`src/rtl/lc4_decode_stage.sv`:
```
// rtl/lc4_decode_stage.sv - LC4 decode/operand-fetch stage with 8x16 register file and write bypass
module lc4_decode_stage (
  input  logic        clk,
  input  logic        rst_n,
  input  logic [15:0] i_insn,
  input  logic [15:0] i_pc,
  input  logic        i_valid,
  output logic        o_ready,
  output logic [15:0] o_insn,
  output logic [15:0] o_pc,
  output logic [15:0] o_r1data,
  output logic [15:0] o_r2data,
  output logic [2:0]  o_wsel,
  output logic        o_rf_we,
  output logic        o_valid,
  input  logic        i_ready,
  input  logic        i_flush,
  input  logic        i_wb_we,
  input  logic [2:0]  i_wb_sel,
  input  logic [15:0] i_wb_data
);

  function automatic logic [2:0] f_r1sel(input logic [15:0] insn);
    if (insn[15:12] == 4'b0010 || insn[15:12] == 4'b1101) return insn[11:9];
    return insn[8:6];
  endfunction

  function automatic logic [2:0] f_r2sel(input logic [15:0] insn);
    if (insn[15:12] == 4'b0111) return insn[11:9];
    return insn[2:0];
  endfunction

  function automatic logic [3:0] f_wdest(input logic [15:0] insn);
    case (insn[15:12])
      4'b0001, 4'b0101, 4'b0110, 4'b1001, 4'b1010, 4'b1101: return {1'b1, insn[11:9]};
      4'b0100, 4'b1111:                                     return {1'b1, 3'd7};
      default:                                              return 4'b0000;
    endcase
  endfunction

  logic [15:0] r_rf [0:7];
  logic [15:0] r_insn;
  logic [15:0] r_pc;
  logic [15:0] r_r1data;
  logic [15:0] r_r2data;
  logic [2:0]  r_wsel;
  logic        r_rf_we;
  logic        r_valid;

  logic [2:0]  w_r1sel;
  logic [2:0]  w_r2sel;
  logic [3:0]  w_wdest;
  logic [15:0] w_r1data;
  logic [15:0] w_r2data;
  logic [2:0]  w_h_r1sel;
  logic [2:0]  w_h_r2sel;
  logic        w_capture;
  logic        w_stall;

  assign w_r1sel   = f_r1sel(i_insn);
  assign w_r2sel   = f_r2sel(i_insn);
  assign w_wdest   = f_wdest(i_insn);
  assign w_h_r1sel = f_r1sel(r_insn);
  assign w_h_r2sel = f_r2sel(r_insn);

  // Writeback data in the same cycle wins over the stored copy.
  assign w_r1data = (i_wb_we && i_wb_sel == w_r1sel) ? i_wb_data : r_rf[w_r1sel];
  assign w_r2data = (i_wb_we && i_wb_sel == w_r2sel) ? i_wb_data : r_rf[w_r2sel];

  assign o_ready   = !r_valid | i_ready;
  assign w_capture = i_valid & o_ready & !i_flush;
  assign w_stall   = r_valid & !i_ready;

  always_ff @(posedge clk or negedge rst_n) begin
    if (!rst_n) begin
      for (int k = 0; k < 8; k++) r_rf[k] <= 16'h0000;
    end else if (i_wb_we) begin
      r_rf[i_wb_sel] <= i_wb_data;
    end
  end

  always_ff @(posedge clk or negedge rst_n) begin
    if (!rst_n) begin
      r_valid  <= 1'b0;
      r_insn   <= 16'h0000;
      r_pc     <= 16'h0000;
      r_r1data <= 16'h0000;
      r_r2data <= 16'h0000;
      r_wsel   <= 3'd0;
      r_rf_we  <= 1'b0;
    end else begin
      if (i_flush)        r_valid <= 1'b0;
      else if (w_capture) r_valid <= 1'b1;
      else if (i_ready)   r_valid <= 1'b0;

      if (w_capture) begin
        r_insn   <= i_insn;
        r_pc     <= i_pc;
        r_r1data <= w_r1data;
        r_r2data <= w_r2data;
        r_wsel   <= w_wdest[2:0];
        r_rf_we  <= w_wdest[3];
      end else if (w_stall) begin
        // A stalled entry must not leave with operands older than the register file.
        if (i_wb_we && i_wb_sel == w_h_r1sel) r_r1data <= i_wb_data;
        if (i_wb_we && i_wb_sel == w_h_r2sel) r_r2data <= i_wb_data;
      end
    end
  end

  assign o_insn   = r_insn;
  assign o_pc     = r_pc;
  assign o_r1data = r_r1data;
  assign o_r2data = r_r2data;
  assign o_wsel   = r_wsel;
  assign o_rf_we  = r_rf_we;
  assign o_valid  = r_valid;

endmodule

```
`config.mk`:
```
export PLATFORM = sky130hd
export DESIGN_NAME = lc4_decode_stage
export DESIGN_NICKNAME = d
export VERILOG_FILES = /design/src/rtl/lc4_decode_stage.sv
export SDC_FILE = /design/constraint.sdc
export NUM_CORES = 1
export LEC_CHECK = 0
export ABC_AREA = 1
export ABC_CLOCK_PERIOD_IN_PS = 2400
export BUFFER_PORTS_ARGS = -buffer_cell sky130_fd_sc_hd__buf_4
export CORE_AREA = 4 4 145 147
export CTS_CLUSTER_SIZE = 30
export DETAILED_ROUTE_END_ITERATION = 6
export DIE_AREA = 0 0 149 151
export PLACE_DENSITY_LB_ADDON = 0.05
export SETUP_SLACK_MARGIN = 0.05
export SYNTH_ARGS = -nofsm -noshare
export SYNTH_HDL_FRONTEND = slang
export SYNTH_SLANG_ARGS = --single-unit
export TNS_END_PERCENT = 100
```
`constraint.sdc`:
```
create_clock -name clk -period 2.4 [get_ports clk]
set_clock_uncertainty 0.05 [all_clocks]
set_input_delay 0.48 -clock clk [delete_from_list [all_inputs] [get_ports clk]]
set_output_delay 0.48 -clock clk [all_outputs]
set_load 0.01 [all_outputs]
```
==> results of run 1 <==
==> path summary, 6_finish.rpt <==
kind | slack [ps] | start | end | cells after the start
setup / recovery | 270 | i_insn[14] | o_r1data[2] | 15
hold / removal | 150 | i_flush | o_valid | 2
setup reg to reg | 340 | o_insn[15] | o_r2data[7] | 12
hold reg to reg | 430 | o_insn[5] | o_insn[5] | 2
max in group asynchronous | 1040 | rst_n | r_rf[122] | 3
min in group asynchronous | 530 | rst_n | o_insn[14] | 2
==> cell type report <==
type | count | share of cell area, %
inverters | 180 | 5.088
flip-flops and latches | 197 | 37.12
clock buffers | 17 | 3.204
repair buffers | 182 | 12.36
well taps | 270 | 2.544
multi-input cells | 1189 | 38.59
clock inverters | 15 | 1.084
==> per-layer routing <==
metal,wire [um],GRT usage [%]
met2,14560,45.33
met3,3815,5.386
met4,678,10.21
met5,0,0
met1,15330,48.60
==> kinds of logic after synthesis <==
logic type      synth area share (%)
simple gates                   38.46
buf+inv                        9.924
flops                          44.23
compound gates                 7.308
xor+xnor                     0.07860
==> flip-flops by register name, indices dropped and copies added (netlist names) <==
signal and cells:
r_rf 128, o_insn 16, o_pc 16, o_r1data 16, o_r2data 16, o_wsel 3
o_rf_we 1, o_valid 1
==> stage by stage <==
| stage | utilization [%] | cells | setup slack [ps] | setup TNS [ps] | cell area [um^2] |
|---|---|---|---|---|---|
| finish | 66.70 | 2050 | 273.8 | 0 | 13280 |
| global route | 66.70 | 2050 | 112.0 | 0 | 13280 |
| CTS | 66.68 | 2050 | 237.7 | 0 | 13280 |
| detailed placement | 63.77 | 2017 | -127.8 | -974.5 | 12700 |
| global placement | 63.77 | 2017 | -132.5 | -979.7 | 12700 |
| floorplan | - | 1659 | 464.7 | 0 | 11150 |
==> power breakdown <==
group          switching [mW]  internal (mW)  leakage, nW
clock                    1.42           1.38        0.275
sequential              0.337           3.92         2.42
combinational            1.70           1.10         4.42
==> cell usage after synthesis <==
cell      number
a21oi_1        4
buf_1          5
buf_2         38
buf_4          5
buf_6          2
clkbuf_1      43
clkinv_1       1
dfrtp_1      197
inv_1        176
inv_2          3
nand2_1      587
nand2_2        8
nand2_4        2
nand3_1      224
nand3_2        1
nand3b_1       1
nand3b_2       1
nor2_1       184
nor2_2         3
nor3_1         9
nor3_2        10
nor4_1         1
o21ai_0      149
o21ai_2        1
o21ai_4        2
o31ai_1        1
xor2_1         1
==> worst reg2reg max path: stages, from the launching register on <==
cell     delay [ps]
dfrtp_1         450
nor2_1          170
nand2_1         160
nand2_1         100
o21ai_1          90
xor2_1          150
nor2_1          100
nand2_1          50
nand2_1          60
buf_4           240
buf_6           220
nor2_1           60
nor2_1          110
==> timing repair <==
| item | CTS | global route |
|---|---|---|
| hold buffers | 1 | 0 |
| gates resized for setup | 0 | 3 |
| endpoints found under the hold margin | 54 | 0 |
| endpoints found under the setup margin | 0 | 16 |
==> placed cells by master (no fill, tap or decap), drive strengths merged, types with 4 or more instances in the layout <==
cell type,synthesis,layout
nor3,19,19
a21oi,4,4
dfrtp,197,197
nand3,225,225
nand2,597,597
clkinv,1,8
nor2,187,187
buf,50,180
o21ai,152,152
inv,179,185
clkbuf,43,18
==> impl_metrics.tcl, run 1 <==
set metrics [dict create \
    syn_area_per_cell_um2 6.718 \
    drc 0 \
    die_w_um 149 \
    max_stage_delay_ps 400 \
    hold_violations 0 \
    ys_ff_latch 197 \
    grt_setup_unrepaired "no" \
    start_util_pct 55.98 \
    firstDrtPassIters 7 \
    layout-drive-gt1-share_pct 13.93 \
    diodes 0 \
    syn-num-nets 1716 \
    cts_buffers 17 \
    nets 1824 \
    dr.first_iter.drc_count 1303 \
    yosys.area.top_type_share_pct 44.23 \
    power_mw 9.855 \
    startpoint_type "input port" \
    synth_seq_area_share_pct 44.23 \
    drtAntennaViolNets 0 \
    worst_slew_pin_slew_ps 525.6 \
    clk-insertion-delay-late_ps 440 \
    cp.arrival_ps 2410 \
    synth_cell_type_count 27 \
    antenna_found_initial 0 \
    routedWlPerCell_um 16.77 \
    cts.path.max_buffers 2 \
    portBuffers 126 \
    crit_slowest_cell "nand2_2" \
    gp_congestion 0.9386 \
    cts-root-buf "clkbuf_16" \
    area_growth_pct 19.14 \
    whs_ps 146.6 \
    cp.buffers_inverters 2 \
    power_density_nw_per_um2 742.2 \
    synthesis.area_um2 11150 \
    die_height_um 151 \
    setup_viol 0 \
    fin_crit_ps 2126 \
    p_leak_nw 7.116 \
    max_freq_mhz 470.3 \
    grt_max_degree 59 \
    via_per_inst 5.453 \
    status "finished clean" \
    timing.final.crit_share_pct 88.59 \
    cts_setup_buffers 0 \
    grt_pass1_vias 10310 \
    cp_max_fo 17 \
    cts_tree "built" \
    grt_overflow 0 \
    crit_family "simple AND/OR/NAND/NOR gates" \
    clk_pin_slew_ps 80 \
    netlist_instances 1659 \
    max_slew_margin_pct 64.84 \
    cts_sinks 197 \
    wl_um 34390 \
    core_area_um2 19910 \
    ys_top_cells_by_area "dfrtp_1 (44%), nand2_1 (20%), nand3_1 (10%)" \
    cap_viol_max_count 0 \
    grt_pass1_wl_um 56100 \
    dp_hpwl_um 24100 \
    seq_area_um2 4930 \
    rows 52 \
    end_kind "flip-flop" \
    cts_htree_levels 4 \
    multi_input_area_um2 5125 \
    ir_drop_mv 0.5455 \
    drv_slew 0 \
    cp_cell_sequence "buf_4, nand2_1, inv_1, nand2_2, nand2_4, nand2_2, nand3_1, nand2_1, nor2_2, nand2_2, nand2_4, nand2_1, nand2_1, nor2_1, nor2_1" \
    grt_usage_pct 31.56 \
    yosysTopAreaCell "dfrtp_1" \
    dieArea_um2 22500 \
    vias 11180 \
    hp-class "in2reg" \
    ys_warn_count 0 \
    crit_required_ps 2680 \
    fillers 1835 \
    worstSetupPathType "in2reg" \
    io_pins 127 \
    cpMostUsedCell "nand2_1" \
]
Power figures use the tool's default switching activity.
==> run 2: changes to the inputs <==
--- a/config.mk
+++ b/config.mk
@@ -5,13 +5,12 @@
 export SDC_FILE = /design/constraint.sdc
 export NUM_CORES = 1
 export LEC_CHECK = 0
-export ABC_AREA = 1
 export ABC_CLOCK_PERIOD_IN_PS = 2400
 export BUFFER_PORTS_ARGS = -buffer_cell sky130_fd_sc_hd__buf_4
-export CORE_AREA = 4 4 145 147
+export CORE_AREA = 4 4 156 128
 export CTS_CLUSTER_SIZE = 30
 export DETAILED_ROUTE_END_ITERATION = 6
-export DIE_AREA = 0 0 149 151
+export DIE_AREA = 0 0 160 132
 export PLACE_DENSITY_LB_ADDON = 0.05
 export SETUP_SLACK_MARGIN = 0.05
 export SYNTH_ARGS = -nofsm -noshare
==> run 2 against run 1 <==
Net effect: the flow now finishes with violations (setup timing); sequential share of layout area up 0.82 points; register-to-register slack got worse by 420 ps; global-route usage is 4.2 points lower; wire length shrank 15%; critical path depth shrank 9; worst setup slack worse by 360 ps; cell count shrank 35%; die area down 6.1%; via count down 28%; combinational power is essentially flat; core utilization up 3.3 points.
==> impl_metrics.tcl, run 2 <==
set metrics [dict create \
    die_height_um 132 \
    wl_um 29250 \
    ys.flop_type "dfrtp_1" \
    max_slew_margin_pct 53.63 \
    worstSetupPathType "reg2reg" \
    reg2reg_to "o_r1data[14]" \
    cts_tree "built" \
    max_stage_delay_ps 650 \
    cts.path.max_buffers 2 \
    grt_pass1_wl_um 45370 \
    hold_violations 0 \
    synth_most_common_cell "dfrtp_1" \
    cp_max_fo 7 \
    yosysTopAreaCell "dfrtp_1" \
    ys_warn_count 0 \
    crit_start "o_insn[15]" \
    core_area_um2 18580 \
    cts_buffers 17 \
    hp-class "in2reg" \
    startpoint_type "flip-flop" \
    worst_slack_ps -84.83 \
    ys_top_cells_by_area "dfrtp_1 (48%), mux2_2 (10%), mux2i_1 (6.8%)" \
    rows 45 \
    p_leak_nw 6.072 \
    cp.arrival_ps 2760 \
    netlist_instances 917 \
    io_pins 127 \
    mostFrequentLayoutCells "buf_4 (193), dfrtp_1 (193), nand2_1 (184), mux2_2 (92), mux2i_1 (69)" \
    grt_max_degree 53 \
    start_util_pct 55.64 \
    clk-insertion-delay-late_ps 450 \
    syn-num-nets 974 \
    cap_viol_max_count 0 \
    fillers 1390 \
    largest_reg_flops 128 \
    synthesis.area_um2 10340 \
    dieArea_um2 21120 \
    max_freq_mhz 402.4 \
    synth_seq_area_share_pct 47.68 \
    syn_area_per_cell_um2 11.27 \
    dp.cells 1288 \
    grt_overflow 0 \
    worst_slew_pin_slew_ps 692.5 \
    ir_drop_mv 0.4624 \
    power_density_nw_per_um2 778.0 \
    violations "setup timing" \
    yosys.area.top_type_share_pct 47.68 \
    via_per_inst 6.011 \
    area_growth_pct 25.78 \
    drc 0 \
    place_area_um2 12070 \
    power_mw 10.12 \
    layout-drive-gt1-share_pct 39.20 \
    fin_area_um2 13000 \
    grt_setup_unrepaired "yes" \
    ys_top_cells_by_count "dfrtp_1 (197), nand2_1 (184), mux2_2 (92)" \
    nets 1147 \
    regMostFlops "r_rf" \
    die_w_um 160 \
    reg2reg_from "o_insn[15]" \
    setup_viol 16 \
    synth_edf_count 0 \
    final_cells 1337 \
    dr.first_iter.drc_count 644 \
    grt_pass1_vias 7812 \
    cp-endpoint "o_r1data[14]" \
    synth_cell_type_count 65 \
    firstDrtPassIters 5 \
    cts_sinks 197 \
    drtAntennaViolNets 0 \
    crit_required_ps 2680 \
    cts-root-buf "clkbuf_16" \
    grt_usage_pct 27.34 \
    place_ws_ps -453.0 \
    ys_async_sr_fraction_pct 100.0 \
    cp_cell_sequence "nor4b_4, nor2b_2, a2111oi_2, or4_4, mux2_4, a221o_1" \
    timing.final.crit_share_pct 103.5 \
    diodes 0 \
    crit_slowest_cell "or4_4" \
    whs_path_depth 2 \
    clk_pin_slew_ps 70 \
    routedWlPerCell_um 21.88 \
    antenna_found_initial 0 \
    status "finished with violations" \
    ys_ff_latch 197 \
    vias 8037 \
    r2r_slack_ps -80 \
    fin_crit_ps 2485 \
    end_kind "flip-flop" \
    portBuffers 126 \
    gp_congestion 0.8222 \
    drv_slew 0 \
    ff2ff_path_depth 6 \
    cts_htree_levels 4 \
    dp_hpwl_um 19210 \
]
[run 2: cell families (layout without fill, tap and decap cells)]
family	after synthesis	count (layout)	share of synthesized area, %
muxes	197	197	24.22
xor gates and xnor gates	11	11	1.004
and+or+nand+nor	265	266	11.50
AOI/OAI and AO/OA	160	160	11.19
DFF	197	197	47.68
buffers and inverters	87	271	4.405
[run 2: area by class of cell]
type | count | area (um^2) | area share (%)
timing repair buffer | 222 | 1982 | 15.24
clock inverter | 13 | 120.1 | 0.9237
clock buffer | 18 | 439.2 | 3.377
inverter | 18 | 67.56 | 0.5196
sequential | 197 | 4935 | 37.95
multi-input combinational | 634 | 5166 | 39.73
tap | 235 | 294.0 | 2.261
[run 2: critical path, delay by kind of cell (launching register included)]
family	cells	cell delay (ps)
mux	1	340
compound gates	2	360
simple gates	3	1150
flops	1	480
[run 2: per-stage QoR]
step | hold slack, ps | setup TNS, ps | utilization, %
floorplan | 134.4 | -3172 | -
global placement | 408.9 | -10540 | 64.95
detailed placement | 413.3 | -11410 | 64.95
CTS | 146.6 | -38.57 | 68.34
global route | 138.6 | -1664 | 69.99
finish | 153.5 | -555.8 | 69.99
[run 2: worst min-delay path by stage]
stage | to | slack, ps | startpoint
after floorplan | o_insn[0] | 130 | rst_n
after global placement | o_pc[11] | 410 | o_pc[11]
after detailed placement | o_pc[1] | 410 | o_pc[1]
after CTS | o_valid | 150 | i_flush
after global routing | o_valid | 140 | i_flush
final | o_valid | 150 | i_flush
[run 2: routing by layer]
layer  track usage (%)  part of all wire [%]  up-vias
met2             42.02                    46      260
li1                  -                     -     3673
met5                 0                     0        -
met3             5.752                   6.4       31
met4             5.256                   1.3        0
met1             40.84                    46     4073
[run 2: power by group]
group	total [mW]	internal (mW)	switching, mW
logic	2.80	1.54	1.25
registers	4.55	4.00	0.548
clock network	2.77	1.39	1.38
[run 2: repair_timing]
item | CTS | global route
resized for setup | 9 | 50
hold buffers | 1 | 0
pin swaps | 1 | 9
cloned | 0 | 3
setup endpoints to repair | 32 | 32
setup buffers | 5 | 10
endpoints found under the hold margin | 45 | 0
